`src/rtl/alu_packet_ctrl.sv`:
```
// Packet controller between the UART byte streams and the external ALU.
// Parses framed commands, sequences the ALU over an operand list and returns results or echo data.
module alu_packet_ctrl #(
    parameter int unsigned DATA_WIDTH = 8
) (
    input  logic                  clk,
    input  logic                  rst,
    input  logic [DATA_WIDTH-1:0] s_axis_tdata,
    input  logic                  s_axis_tvalid,
    output logic                  s_axis_tready,
    output logic [DATA_WIDTH-1:0] m_axis_tdata,
    output logic                  m_axis_tvalid,
    input  logic                  m_axis_tready,
    output logic [1:0]            alu_op_o,
    output logic [31:0]           alu_a_o,
    output logic [31:0]           alu_b_o,
    output logic                  alu_start_o,
    input  logic                  alu_done_i,
    input  logic [31:0]           alu_result_i,
    output logic                  err_o
);

    localparam int unsigned WORD_W = 32;
    localparam int unsigned LEN_W  = 16;

    localparam logic [2:0] ST_IDLE  = 3'd0;
    localparam logic [2:0] ST_HDR   = 3'd1;
    localparam logic [2:0] ST_ECHO  = 3'd2;
    localparam logic [2:0] ST_OPER  = 3'd3;
    localparam logic [2:0] ST_EXEC  = 3'd4;
    localparam logic [2:0] ST_SEND  = 3'd5;
    localparam logic [2:0] ST_DRAIN = 3'd6;

    localparam logic [7:0] OP_ECHO = 8'hEC;
    localparam logic [7:0] OP_ADD  = 8'hA0;
    localparam logic [7:0] OP_MUL  = 8'hA1;
    localparam logic [7:0] OP_DIV  = 8'hA2;

    logic [2:0]        state_q, state_d;
    logic [7:0]        opcode_q, opcode_d;
    logic [1:0]        hdr_cnt_q, hdr_cnt_d;
    logic [7:0]        len_lo_q, len_lo_d;
    logic [LEN_W-1:0]  remain_q, remain_d;
    logic [WORD_W-1:0] acc_q, acc_d;
    logic [WORD_W-1:0] opnd_q, opnd_d;
    logic [1:0]        byte_cnt_q, byte_cnt_d;
    logic              first_q, first_d;
    logic              tx_valid_q, tx_valid_d;
    logic [7:0]        tx_data_q, tx_data_d;
    logic              start_q, start_d;
    logic [WORD_W-1:0] a_q, a_d;
    logic [WORD_W-1:0] b_q, b_d;
    logic [1:0]        op_q, op_d;
    logic              err_q, err_d;

    logic              rx_ready;
    logic              rx_fire;
    logic              is_arith;
    logic [LEN_W-1:0]  len_w;
    logic [LEN_W-1:0]  rem_w;
    logic [WORD_W-1:0] word_w;

    // Echo is a combinational pass-through; every other state drives TX from registers.
    assign rx_ready      = (state_q == ST_IDLE) || (state_q == ST_HDR) ||
                           (state_q == ST_OPER) || (state_q == ST_DRAIN);
    assign s_axis_tready = (state_q == ST_ECHO) ? m_axis_tready : rx_ready;
    assign m_axis_tvalid = (state_q == ST_ECHO) ? s_axis_tvalid : tx_valid_q;
    assign m_axis_tdata  = (state_q == ST_ECHO) ? s_axis_tdata  : tx_data_q;
    assign rx_fire       = s_axis_tvalid && s_axis_tready;

    assign is_arith = (opcode_q == OP_ADD) || (opcode_q == OP_MUL) || (opcode_q == OP_DIV);
    assign len_w    = {s_axis_tdata, len_lo_q};
    assign rem_w    = len_w - LEN_W'(4);
    assign word_w   = {s_axis_tdata, opnd_q[WORD_W-1:8]};

    assign alu_start_o = start_q;
    assign alu_a_o     = a_q;
    assign alu_b_o     = b_q;
    assign alu_op_o    = op_q;
    assign err_o       = err_q;

    // Next-state and datapath update.
    always_comb begin
        state_d    = state_q;
        opcode_d   = opcode_q;
        hdr_cnt_d  = hdr_cnt_q;
        len_lo_d   = len_lo_q;
        remain_d   = remain_q;
        acc_d      = acc_q;
        opnd_d     = opnd_q;
        byte_cnt_d = byte_cnt_q;
        first_d    = first_q;
        tx_valid_d = tx_valid_q;
        tx_data_d  = tx_data_q;
        start_d    = 1'b0;
        a_d        = a_q;
        b_d        = b_q;
        op_d       = op_q;
        err_d      = 1'b0;

        case (state_q)
            ST_IDLE: begin
                if (rx_fire) begin
                    opcode_d  = s_axis_tdata;
                    hdr_cnt_d = 2'd0;
                    state_d   = ST_HDR;
                end
            end
            ST_HDR: begin
                if (rx_fire) begin
                    hdr_cnt_d = hdr_cnt_q + 2'd1;
                    if (hdr_cnt_q == 2'd1) begin
                        len_lo_d = s_axis_tdata;
                    end
                    if (hdr_cnt_q == 2'd2) begin
                        remain_d   = rem_w;
                        byte_cnt_d = 2'd0;
                        first_d    = 1'b1;
                        if (len_w < LEN_W'(4)) begin
                            err_d    = 1'b1;
                            remain_d = '0;
                            state_d  = ST_IDLE;
                        end else if (opcode_q == OP_ECHO) begin
                            state_d = (rem_w == '0) ? ST_IDLE : ST_ECHO;
                        end else if (!is_arith || (rem_w[1:0] != 2'b00) || (rem_w < LEN_W'(8)) ||
                                     ((opcode_q == OP_DIV) && (rem_w != LEN_W'(8)))) begin
                            err_d   = 1'b1;
                            state_d = (rem_w == '0) ? ST_IDLE : ST_DRAIN;
                        end else begin
                            state_d = ST_OPER;
                        end
                    end
                end
            end
            ST_ECHO, ST_DRAIN: begin
                if (rx_fire) begin
                    remain_d = remain_q - LEN_W'(1);
                    if (remain_q == LEN_W'(1)) begin
                        state_d = ST_IDLE;
                    end
                end
            end
            ST_OPER: begin
                // Operands arrive LSB first, so shift each byte in from the top.
                if (rx_fire) begin
                    remain_d   = remain_q - LEN_W'(1);
                    byte_cnt_d = byte_cnt_q + 2'd1;
                    opnd_d     = word_w;
                    if (byte_cnt_q == 2'd3) begin
                        if (first_q) begin
                            acc_d   = word_w;
                            first_d = 1'b0;
                        end else begin
                            a_d     = acc_q;
                            b_d     = word_w;
                            op_d    = opcode_q[1:0];
                            start_d = 1'b1;
                            state_d = ST_EXEC;
                        end
                    end
                end
            end
            ST_EXEC: begin
                if (alu_done_i) begin
                    acc_d = alu_result_i;
                    if (remain_q == '0) begin
                        byte_cnt_d = 2'd0;
                        tx_valid_d = 1'b1;
                        tx_data_d  = alu_result_i[7:0];
                        state_d    = ST_SEND;
                    end else begin
                        state_d = ST_OPER;
                    end
                end
            end
            ST_SEND: begin
                if (m_axis_tready) begin
                    if (byte_cnt_q == 2'd3) begin
                        tx_valid_d = 1'b0;
                        state_d    = ST_IDLE;
                    end else begin
                        byte_cnt_d = byte_cnt_q + 2'd1;
                        tx_data_d  = acc_q[{byte_cnt_d, 3'b000} +: 8];
                    end
                end
            end
            default: state_d = ST_IDLE;
        endcase
    end

    always_ff @(posedge clk or negedge rst) begin
        if (!rst) begin
            state_q    <= ST_IDLE;
            opcode_q   <= '0;
            hdr_cnt_q  <= '0;
            len_lo_q   <= '0;
            remain_q   <= '0;
            acc_q      <= '0;
            opnd_q     <= '0;
            byte_cnt_q <= '0;
            first_q    <= 1'b0;
            tx_valid_q <= 1'b0;
            tx_data_q  <= '0;
            start_q    <= 1'b0;
            a_q        <= '0;
            b_q        <= '0;
            op_q       <= '0;
            err_q      <= 1'b0;
        end else begin
            state_q    <= state_d;
            opcode_q   <= opcode_d;
            hdr_cnt_q  <= hdr_cnt_d;
            len_lo_q   <= len_lo_d;
            remain_q   <= remain_d;
            acc_q      <= acc_d;
            opnd_q     <= opnd_d;
            byte_cnt_q <= byte_cnt_d;
            first_q    <= first_d;
            tx_valid_q <= tx_valid_d;
            tx_data_q  <= tx_data_d;
            start_q    <= start_d;
            a_q        <= a_d;
            b_q        <= b_d;
            op_q       <= op_d;
            err_q      <= err_d;
        end
    end

endmodule

```
`config.mk`:
```
export PLATFORM = sky130hd
export DESIGN_NAME = alu_packet_ctrl
export DESIGN_NICKNAME = d
export VERILOG_FILES = /design/src/rtl/alu_packet_ctrl.sv
export SDC_FILE = /design/constraint.sdc
export NUM_CORES = 1
export LEC_CHECK = 0
export ABC_AREA = 1
export CORE_ASPECT_RATIO = 1.4
export CORE_UTILIZATION = 49
export DETAILED_ROUTE_END_ITERATION = 8
export GPL_TIMING_DRIVEN = 1
export PLACE_DENSITY = 0.76
export SLEW_MARGIN = 20
export SYNTH_ARGS = -nofsm -noshare
export SYNTH_HDL_FRONTEND = slang
export SYNTH_SLANG_ARGS = --single-unit
```
`constraint.sdc`:
```
create_clock -name clk -period 2.12 [get_ports clk]
set_input_delay 0.424 -clock clk [delete_from_list [all_inputs] [get_ports clk]]
set_output_delay 0.424 -clock clk [all_outputs]
set_load 0.05 [all_outputs]
```
==> impl_results.md, run 1 <==
- Dominant synthesized flop cell: dfrtp_1
- PortBufs: 122
- Final Hold Vio Count: 0
- Longest Clk Path Bufs: 2
- Placed Area: 0.01043 sq mm
- Pint: 8730 uW
- Asr flop ratio synth: 100.0%
- Fillers: 1200
- Commonest cells in the synthesized netlist: nand2_1, dfrtp_1, nor2_1
- Syn Std Cell Area: 0.008302 sq mm
- Slew Viols, Final: 0
- Maximum vdd drop: 0.5872 mV
- P per Cell Area: 1303 mW/mm^2
- Via count: 7706
- Clock transition at path regs: 0.07 ns
- Total Power: 15030 uW
- Post-synth net total: 992
- Hold Slack: 0.4958 ns
- Via density: 5.675
- Hold crit path type: reg -> reg
- YS warnings: 0
- WS Path Type: reg -> out
- H-tree levels: 4
- Register area: 0.004332 sq mm
- Largest net degree at the start of global routing: 51
- RSZ-0062 raised after global routing: yes
- Root buf cell: clkbuf_16
- DP HPWL: 18.59 mm
- Lkg Pwr: 0.005303 uW
- Synth area leader: dfrtp_1
- Row cnt: 55
- Fmax: 0.4691 GHz
- DR DRC count: 5
- Clk sink count: 173
- Clk network pwr share: 20.9%
- Die ar.: 0.01747 sq mm
- FF+latch count, synth: 173
- Post-Synthesis Cells: 939
- Final Setup Violations: 2
- Crit start category: flip-flop
- Post-route ant nets: 0
- Antenna violations before repair: 0
- Total CTS buffers: 17
- Dominant cells by area after synthesis: dfrtp_1, nand2_1, mux2_2
- Most common cell in the netlist: nand2_1
- WL final: 26.99 mm
- Sw Share: 41.91%
- Failing checks: design-rule violations, negative setup slack
- RePlAce Congestion: 0.9599
- Die X: 112.0 um
- Net count, final: 1199
- WL/cell: 19.87 um
- Unique masters post-synth: 41
- Footprint of the multi-input gates: 0.003645 sq mm
- Worst-skew pair later-pin latency: 0.44 ns
- Initial cell density of the core: 50.69%
- Post-layout minimum cycle time: 2.132 ns
- Total gr overflow: 0
- Seq/Total Area, Yosys: 52.15%
- Outcome: finished with violations
- Worst Setup Slack, final: -0.01182 ns
- Max Cap Violations: 0
- Layout cells sized above 1: 21.40%
- Syn avg cell area: 8.841 sq um
- Area Overhead vs Synth: 38.91%
- Diodes inserted: 0
- Yosys top cell area share: 52.15%
- Slew HR: 64.98%
- Slew @ Worst Pin: 0.5237 ns
- Gr usage total: 30.07%
- Critical Path End Type: primary output
- Critical Path AT: 1.71 ns
- Vias in the first global route: 7451
- Worst-path maximum fanout: 3
- Period utilization: 100.6%
- Place WS: -0.3135 ns
- Core ar.: 0.01638 sq mm
- EDFF count, synth: 0
- DR iter-0 viols: 748
- Post-route cell area: 0.01153 sq mm
- Data required time of the worst path: 1.70 ns
- CTS tree: done
- Height of the die: 156.0 um
- Clock Skews: 0.01163 ns
- First-pass DRT Iterations: 8
- Global-route wire length before repair: 39.64 mm
- Psw: 6299 uW
- IO Pins: 123
- Reg power frac: 35.0%
- TNS Setup: -0.01482 ns
- Combinational Power Share: 44.1%
[per-stage QoR]
step / utilization, % / std cells
4_1_cts: 67.82 / 1344
2_1_floorplan: - / 939
3_5_place_dp: 63.66 / 1307
6_report: 70.41 / 1358
5_1_grt: 70.41 / 1358
3_3_place_gp: 63.66 / 1307
[critical path, stage by stage (launching register included)]
cell and delay, ns:
dfrtp_1 0.41, inv_2 0.08, nand2_4 0.05, nor2_4 0.13
buf_6 0.13, mux2_4 0.30, buf_8 0.15
[state kept, by name, summed over array words and instances (netlist names)]
register,cells
remain_q,16
alu_start_o,1
first_q,1
opnd_q,24
alu_b_o,32
state_q,3
alu_op_o,2
err_o,1
tx_valid_q,1
alu_a_o,32
len_lo_q,8
hdr_cnt_q,2
opcode_q,8
byte_cnt_q,2
tx_data_q,8
acc_q,32
[power groups by stage]
stage	logic [uW]	clock network, uW	registers [uW]
final	6630	3140	5260
after global routing	7210	3300	5340
after CTS	6190	3140	5160
after detailed placement	5990	0	5220
after global placement	5880	0	5180
after floorplan	3520	0	4990
[area by class of cell]
cell class                      count  share of cell area, %
Multi-Input combinational cell    637                  31.60
Inverter                           87                  2.853
Timing Repair Buffer              230                  20.78
Clock buffer                       17                  3.689
Clock inverter                     15                  1.356
Sequential cell                   173                  37.56
Tap cell                          199                  2.159
[worst paths after layout]
| check | start | endpoint | slack, ns | cells past startpoint |
|---|---|---|---|---|
| setup / recovery | state_q[0] | m_axis_tvalid | -0.01 | 6 |
| hold / removal | opcode_q[4] | opcode_q[4] | 0.50 | 1 |
| setup reg to reg | state_q[0] | alu_a_o[2] | 0 | 11 |
| hold reg to reg | opcode_q[4] | opcode_q[4] | 0.50 | 1 |
| max in group asynchronous | rst | alu_b_o[18] | 0.95 | 3 |
| min in group asynchronous | rst | len_lo_q[5] | 0.52 | 2 |
[timing repair]
action | 4_1_cts | 5_1_grt
gates cloned | 0 | 7
endpoints found under the hold margin | 45 | 0
setup buffers | 4 | 7
hold buffers | 1 | 0
resized for setup | 22 | 64
pin swaps | 1 | 8
setup endpoints to repair | 9 | 115
[kinds of logic after synthesis]
group	synth area share [%]
adder cells (fa/ha/maj)	1.206
buffers and inverters	6.511
multiplexers	6.918
AND/OR/NAND/NOR	17.44
XOR/XNOR	0.5275
flip-flops	52.15
AO/OA/AOI/OAI	15.25
[placed cells by master (no fill, tap or decap), drive strengths merged, types with 11 or more instances in the layout]
cell and count:
nand2 190, inv 92, clkdlybuf4s50 111, buf 113, dfrtp 173, a21oi 47
nand3 23, o211ai 11, o21ai 89, nor3 11, o21a 13, mux2 51
nor2 125, a31oi 36, clkbuf 22
[per-layer routing]
layer / vias to the layer above / GRT usage, % / wire, um
li1: 3550 / - / -
met1: 3712 / 35.03 / 10230
met2: 348 / 51.20 / 13500
met3: 96 / 5.322 / 1506
met4: 0 / 19.49 / 1756
met5: - / 0 / 0
Power figures use the tool's default switching activity.
==> inputs of run 2 (changes only) <==
--- a/config.mk
+++ b/config.mk
@@ -7,10 +7,12 @@
 export LEC_CHECK = 0
 export ABC_AREA = 1
 export CORE_ASPECT_RATIO = 1.4
-export CORE_UTILIZATION = 49
+export CORE_UTILIZATION = 55
+export CTS_BUF_LIST = sky130_fd_sc_hd__clkbuf_4
 export DETAILED_ROUTE_END_ITERATION = 8
+export DONT_BUFFER_PORTS = 1
 export GPL_TIMING_DRIVEN = 1
-export PLACE_DENSITY = 0.76
+export PLACE_DENSITY = 0.73
 export SLEW_MARGIN = 20
 export SYNTH_ARGS = -nofsm -noshare
 export SYNTH_HDL_FRONTEND = slang
==> run 2 against run 1 <==
Compared with the run above: the flow finishes with violations (negative hold slack, negative setup slack); critical endpoint is now alu_b_o[20]; non-clock buffer count fell by 84; clock power is 40% lower; core utilization increased by 2.5 points; critical path depth up 6; maximum frequency down 7.5%; via count hardly changed; sequential share of layout area is 3.2 points higher; worst hold slack got worse by 0.99 ns; design area is 7.8% lower; routed wire length is 6.8% higher; power shrank 7.6%.
==> impl_results.md, run 2 (synthesized netlist as in run 1, its figures left out) <==
- Kind of cell adding the most delay to the critical path: buffers and inverters
- Via count: 7704
- Slew Viols, Final: 0
- DR DRC count: 0
- Post-CTS Hold Buffers: 39
- Worst-skew pair later-pin latency: 0.60 ns
- Critical path cell sequence: inv_2 > nand2_4 > buf_4 > nand2_2 > inv_2 > a21oi_4 > nand2_4 > nor4_4 > buf_6 > buf_12 > buf_12 > mux2_4
- WS Path Type: reg -> reg
- Failing checks: negative hold slack, negative setup slack
- Period utilization: 108.8%
- First-pass DRT Iterations: 5
- Crit start category: flip-flop
- Non-filler cells, final: 1265
- Worst Setup Slack, final: -0.1857 ns
- Worst path slowest cell: dfrtp_1
- Cell count along the critical path: 12
- Area Overhead vs Synth: 28.05%
- Global-route wire length before repair: 38.24 mm
- Data required time of the worst path: 2.61 ns
- Hold crit path type: in -> async
- Longest Clk Path Bufs: 2
- Layout cells sized above 1: 23.72%
- Worst reg2reg path depth: 12
- Clock transition at path regs: 0.16 ns
- Slew @ Worst Pin: 0.5676 ns
- WP buf/inv: 6
- Critical Path AT: 2.80 ns
- Maximum vdd drop: 1.099 mV
- WL/cell: 22.79 um
- Via density: 6.090
- Height of the die: 147.4 um
- Initial cell density of the core: 56.96%
- P per Cell Area: 1306 mW/mm^2
- Most common library cell in the layout ignoring fill and taps: nand2_1
- Final Core Density: 72.94%
- Worst reg2reg startpoint: state_q[0]
- Place WS: 0.05068 ns
- Clk sink count: 173
- Fmax: 0.4337 GHz
- Outcome: finished with violations
- Worst R2R Setup Slack: -0.19 ns
- H-tree levels: 4
- Total gr overflow: 0
- Gr usage total: 32.67%
- Vias in the first global route: 7049
- Slew HR: 62.16%
- RSZ-0062 raised after global routing: yes
- DR iter-0 viols: 793
- Largest net degree at the start of global routing: 174
- RePlAce Congestion: 0.9314
- Root buf cell: clkbuf_4
- PortBufs: 0
- Placed Area: 0.008994 sq mm
- DP HPWL: 16.46 mm
- Post-layout minimum cycle time: 2.306 ns
- Lkg Pwr: 0.004920 uW
- Die X: 105.8 um
- Post-route cell area: 0.01063 sq mm
- Row cnt: 52
- R2r endpoint: alu_b_o[20]
- Post-route ant nets: 0
- Final Setup Violations: 103
- Max Cap Violations: 0
- Critical Path Max Stage Delay: 0.43 ns
- Total CTS buffers: 17
- Die ar.: 0.01560 sq mm
- Clock Skews: 0.02757 ns
- Commonest non-fill, non-tap cells in the layout: nand2_1, dfrtp_1, nor2_1
- WL final: 28.83 mm
- Net count, final: 1115
- Final Hold Vio Count: 173
- Antenna violations before repair: 1
- DP Cell Count: 1152
- IO Pins: 123
- Critical Path End Type: flip-flop
- Worst-path maximum fanout: 7
- CTS tree: done
- Core ar.: 0.01457 sq mm
- Hold Slack: -0.4979 ns
-- run 2: cell count changes in the layout (fill, tap and decap cells not counted), moves of 6 or more --
cell             previous run  this run
clkbuf_16                  22         9
clkdlybuf4s50_1           111         0
clkbuf_4                    0        17
mux2_2                     28        14
buf_4                      82        67
dlygate4sd3_1               1        39
nor2_1                    110       104
mux2_4                     23        37
-- run 2: per-layer routing --
layer  track usage, %  share of wire [%]  vias up
met1            38.54                 34     3716
met4            15.21                7.7        0
li1                 -                  -     3374
met5                0                  0        -
met2            56.34                 49      478
met3            7.409                9.7      136
-- run 2: final cells by class --
class / instances / area (sq um)
Antenna cell: 1 / 2.502
Clock buffer: 17 / 127.6
Clock inverter: 15 / 157.7
Fill cell: 1044 / 3944
Inverter: 87 / 334.1
Multi-Input combinational cell: 637 / 3780
Sequential cell: 173 / 4330
Tap cell: 189 / 236.5
Timing Repair Buffer: 146 / 1662
-- run 2: worst max path at each step --
stage | start | end | slack [ns]
4_1_cts | state_q[0] | m_axis_tvalid | -0.17
6_report | state_q[0] | alu_b_o[20] | -0.19
5_1_grt | state_q[0] | alu_b_o[10] | -0.25
3_3_place_gp | state_q[2] | alu_b_o[16] | 0.07
3_5_place_dp | remain_q[0] | tx_data_q[1] | 0.05
2_1_floorplan | state_q[1] | m_axis_tdata[0] | -0.21
-- run 2: timing repair --
action | in CTS | in global routing
endpoints found under the setup margin | 10 | 109
resized for setup | 24 | 107
pin swaps | 1 | 9
endpoints found under the hold margin | 215 | 173
cloned | 2 | 15
buffers inserted | 7 | 17
-- run 2: power by group --
group          internal (uW)  total [uW]  switching, uW
combinational           2790        6630           3840
sequential              4290        5360           1070
clock                    528        1890           1360
total                   7610       13900           6280
-- run 2: metrics by stage --
step	TNS (ns)	hold slack, ns	total power [uW]
detailed placement	0	0.1363	10730
floorplan	-1.665	0.1284	8512
global placement	0	0.1356	10570
finish	-10.41	-0.4979	13890
global route	-17.10	-0.5314	14580
CTS	-1.844	-0.5273	12870
-- run 2: worst reg2reg max path, cell delays in order, from the launching register on --
cell and delay, ns:
dfrtp_1 0.43, inv_2 0.09, nand2_4 0.06, buf_4 0.14
nand2_2 0.05, inv_2 0.05, a21oi_4 0.16, nand2_4 0.11
nor4_4 0.34, buf_6 0.20, buf_12 0.12, buf_12 0.15
mux2_4 0.32
==> inputs of run 3 (changes only) <==
--- a/config.mk
+++ b/config.mk
@@ -13,6 +13,7 @@
 export DONT_BUFFER_PORTS = 1
 export GPL_TIMING_DRIVEN = 1
 export PLACE_DENSITY = 0.73
+export SETUP_SLACK_MARGIN = 0.4
 export SLEW_MARGIN = 20
 export SYNTH_ARGS = -nofsm -noshare
 export SYNTH_HDL_FRONTEND = slang
==> run 3 against run 2 <==
Compared with the run above: the flow still finishes with violations (negative hold slack, negative setup slack); sequential share of layout area decreased by 4.2 points; sequential power increased by 3%; clock power about the same; worst hold slack got worse by 0.051 ns; routed wire length increased by 21%; design area increased by 14%; non-clock buffer count increased by 42; first-iteration DRC count increased by 35%; maximum frequency decreased by 1.5%; register-to-register slack about the same; via count increased by 12%; largest cell class unchanged.
==> impl_results.md, run 3 (synthesized netlist as in run 1, its figures left out) <==
- Worst-path maximum fanout: 9
- Clock transition at path regs: 0.21 ns
- CTS tree: done
- WL/cell: 26.62 um
- Period utilization: 110.4%
- Slew @ Worst Pin: 0.5162 ns
- Via count: 8627
- Root buf cell: clkbuf_4
- Antenna violations before repair: 2
- Critical Path AT: 1.92 ns
- Failing checks: negative hold slack, negative setup slack
- Fmax: 0.4274 GHz
- WP buf/inv: 2
- WL final: 34.90 mm
- Lkg Pwr: 0.005346 uW
- Largest net degree at the start of global routing: 174
- Critical Path End Type: primary output
- DR iter-0 viols: 1074
- Final Setup Violations: 155
- Post-route ant nets: 0
- Clock Skews: 0.05001 ns
- Total gr overflow: 0
- Via density: 6.580
- Final Hold Vio Count: 173
- Layout cells sized above 1: 39.02%
- Data required time of the worst path: 1.70 ns
- Critical Path Max Stage Delay: 0.44 ns
- DR DRC count: 0
- Net count, final: 1160
- Worst Setup Slack, final: -0.2197 ns
- Worst-skew pair later-pin latency: 0.66 ns
- Slew HR: 65.55%
- RePlAce Congestion: 1.048
- Total CTS buffers: 17
- Die ar.: 0.01560 sq mm
- WS Path Type: reg -> out
- Worst path slowest cell: dfrtp_1
- Height of the die: 147.4 um
- PortBufs: 0
- Slew Viols, Final: 0
- RSZ-0062 raised after global routing: yes
- Most common library cell in the layout ignoring fill and taps: nand2_1
- Crit start category: flip-flop
- Post-layout minimum cycle time: 2.340 ns
- Post-route cell area: 0.01208 sq mm
- Fillers: 734
- Row cnt: 52
- Initial cell density of the core: 56.96%
- Total Power: 16170 uW
- Placed Area: 0.008874 sq mm
- Commonest non-fill, non-tap cells in the layout: nand2_1, dfrtp_1, nor2_1
- Vias in the first global route: 8271
- IO Pins: 123
- Longest Clk Path Bufs: 2
- Maximum vdd drop: 0.8897 mV
- Critical path cell sequence: inv_2 > nand2_4 > nor2_4 > buf_12 > mux2_4
- P per Cell Area: 1339 mW/mm^2
- Hold Slack: -0.5485 ns
- Place WS: 0.05085 ns
- Die X: 105.8 um
- Final Core Density: 82.89%
- Outcome: finished with violations
- Core ar.: 0.01457 sq mm
- First-pass DRT Iterations: 6
- Worst R2R Setup Slack: -0.18 ns
- H-tree levels: 4
- Clk sink count: 173
- Kind of cell adding the most delay to the critical path: flip-flops
- Global-route wire length before repair: 47.62 mm
- DP HPWL: 16.26 mm
- Hold crit path type: in -> async
- Area Overhead vs Synth: 45.52%
- Gr usage total: 41.78%
- Max Cap Violations: 0
run 3: worst register-to-register path: stages, from the launching register on:
cell and delay, ns:
dfrtp_1 0.44, inv_2 0.09, nand2_4 0.06, buf_4 0.14, nand2_2 0.06, inv_2 0.05
a21oi_4 0.14, buf_6 0.14, nand2_8 0.07, inv_6 0.06, a21oi_4 0.05, nor3_4 0.23
buf_6 0.16, buf_12 0.13, buf_16 0.13, nor2_1 0.05, a31oi_1 0.24
run 3: layout make-up:
type                       count  area [sq um]  share of cell area [%]
inverter                      87         339.1                   2.807
clock buffer                  17         127.6                   1.056
tap                          189         236.5                   1.958
timing repair inverter         1         11.26                 0.09322
sequential                   173          4414                   36.54
clock inverter                15         131.4                   1.088
antenna                        2         5.005                 0.04143
multi-input combinational    639          4357                   36.06
timing repair buffer         188          2459                   20.35
run 3: path summary, 6_finish.rpt:
check                           startpoint       endpoint  cells past startpoint
max                             state_q[0]  m_axis_tvalid                      5
min                                    rst     opnd_q[15]                      0
max reg2reg                     state_q[0]       acc_q[4]                     16
min reg2reg                    opcode_q[4]    opcode_q[4]                      1
max in group asynchronous              rst     alu_b_o[4]                      0
min in group clk           alu_result_i[5]       acc_q[5]                      2
run 3: timing repair:
| item | 4_1_cts | 5_1_grt |
|---|---|---|
| pin swaps | 26 | 16 |
| hold buffers | 33 | 7 |
| setup endpoints to repair | 177 | 241 |
| endpoints found under the hold margin | 205 | 180 |
| gates resized for setup | 219 | 155 |
| gates cloned | 27 | 1 |
| setup buffers | 57 | 23 |
run 3: metal layers:
metal  global-route usage, %  share of wire, %  up-vias
met4                   29.93                11        0
li1                        -                 -     3482
met2                   68.79                47      719
met3                   11.27                10      293
met5                       0                 0        -
met1                   46.56                32     4133
run 3: where the power goes:
| part | switching [uW] | internal (uW) |
|---|---|---|
| Sequential | 1210 | 4300 |
| Clock | 1390 | 503 |
| Combinational | 5030 | 3740 |
| Total | 7630 | 8540 |
run 3: through the flow:
| step | setup TNS (ns) | instances |
|---|---|---|
| 2_1_floorplan | 0 | 939 |
| 3_3_place_gp | 0 | 1129 |
| 3_5_place_dp | 0 | 1129 |
| 4_1_cts | -2.583 | 1278 |
| 5_1_grt | -24.60 | 1310 |
| 6_report | -15.52 | 1311 |
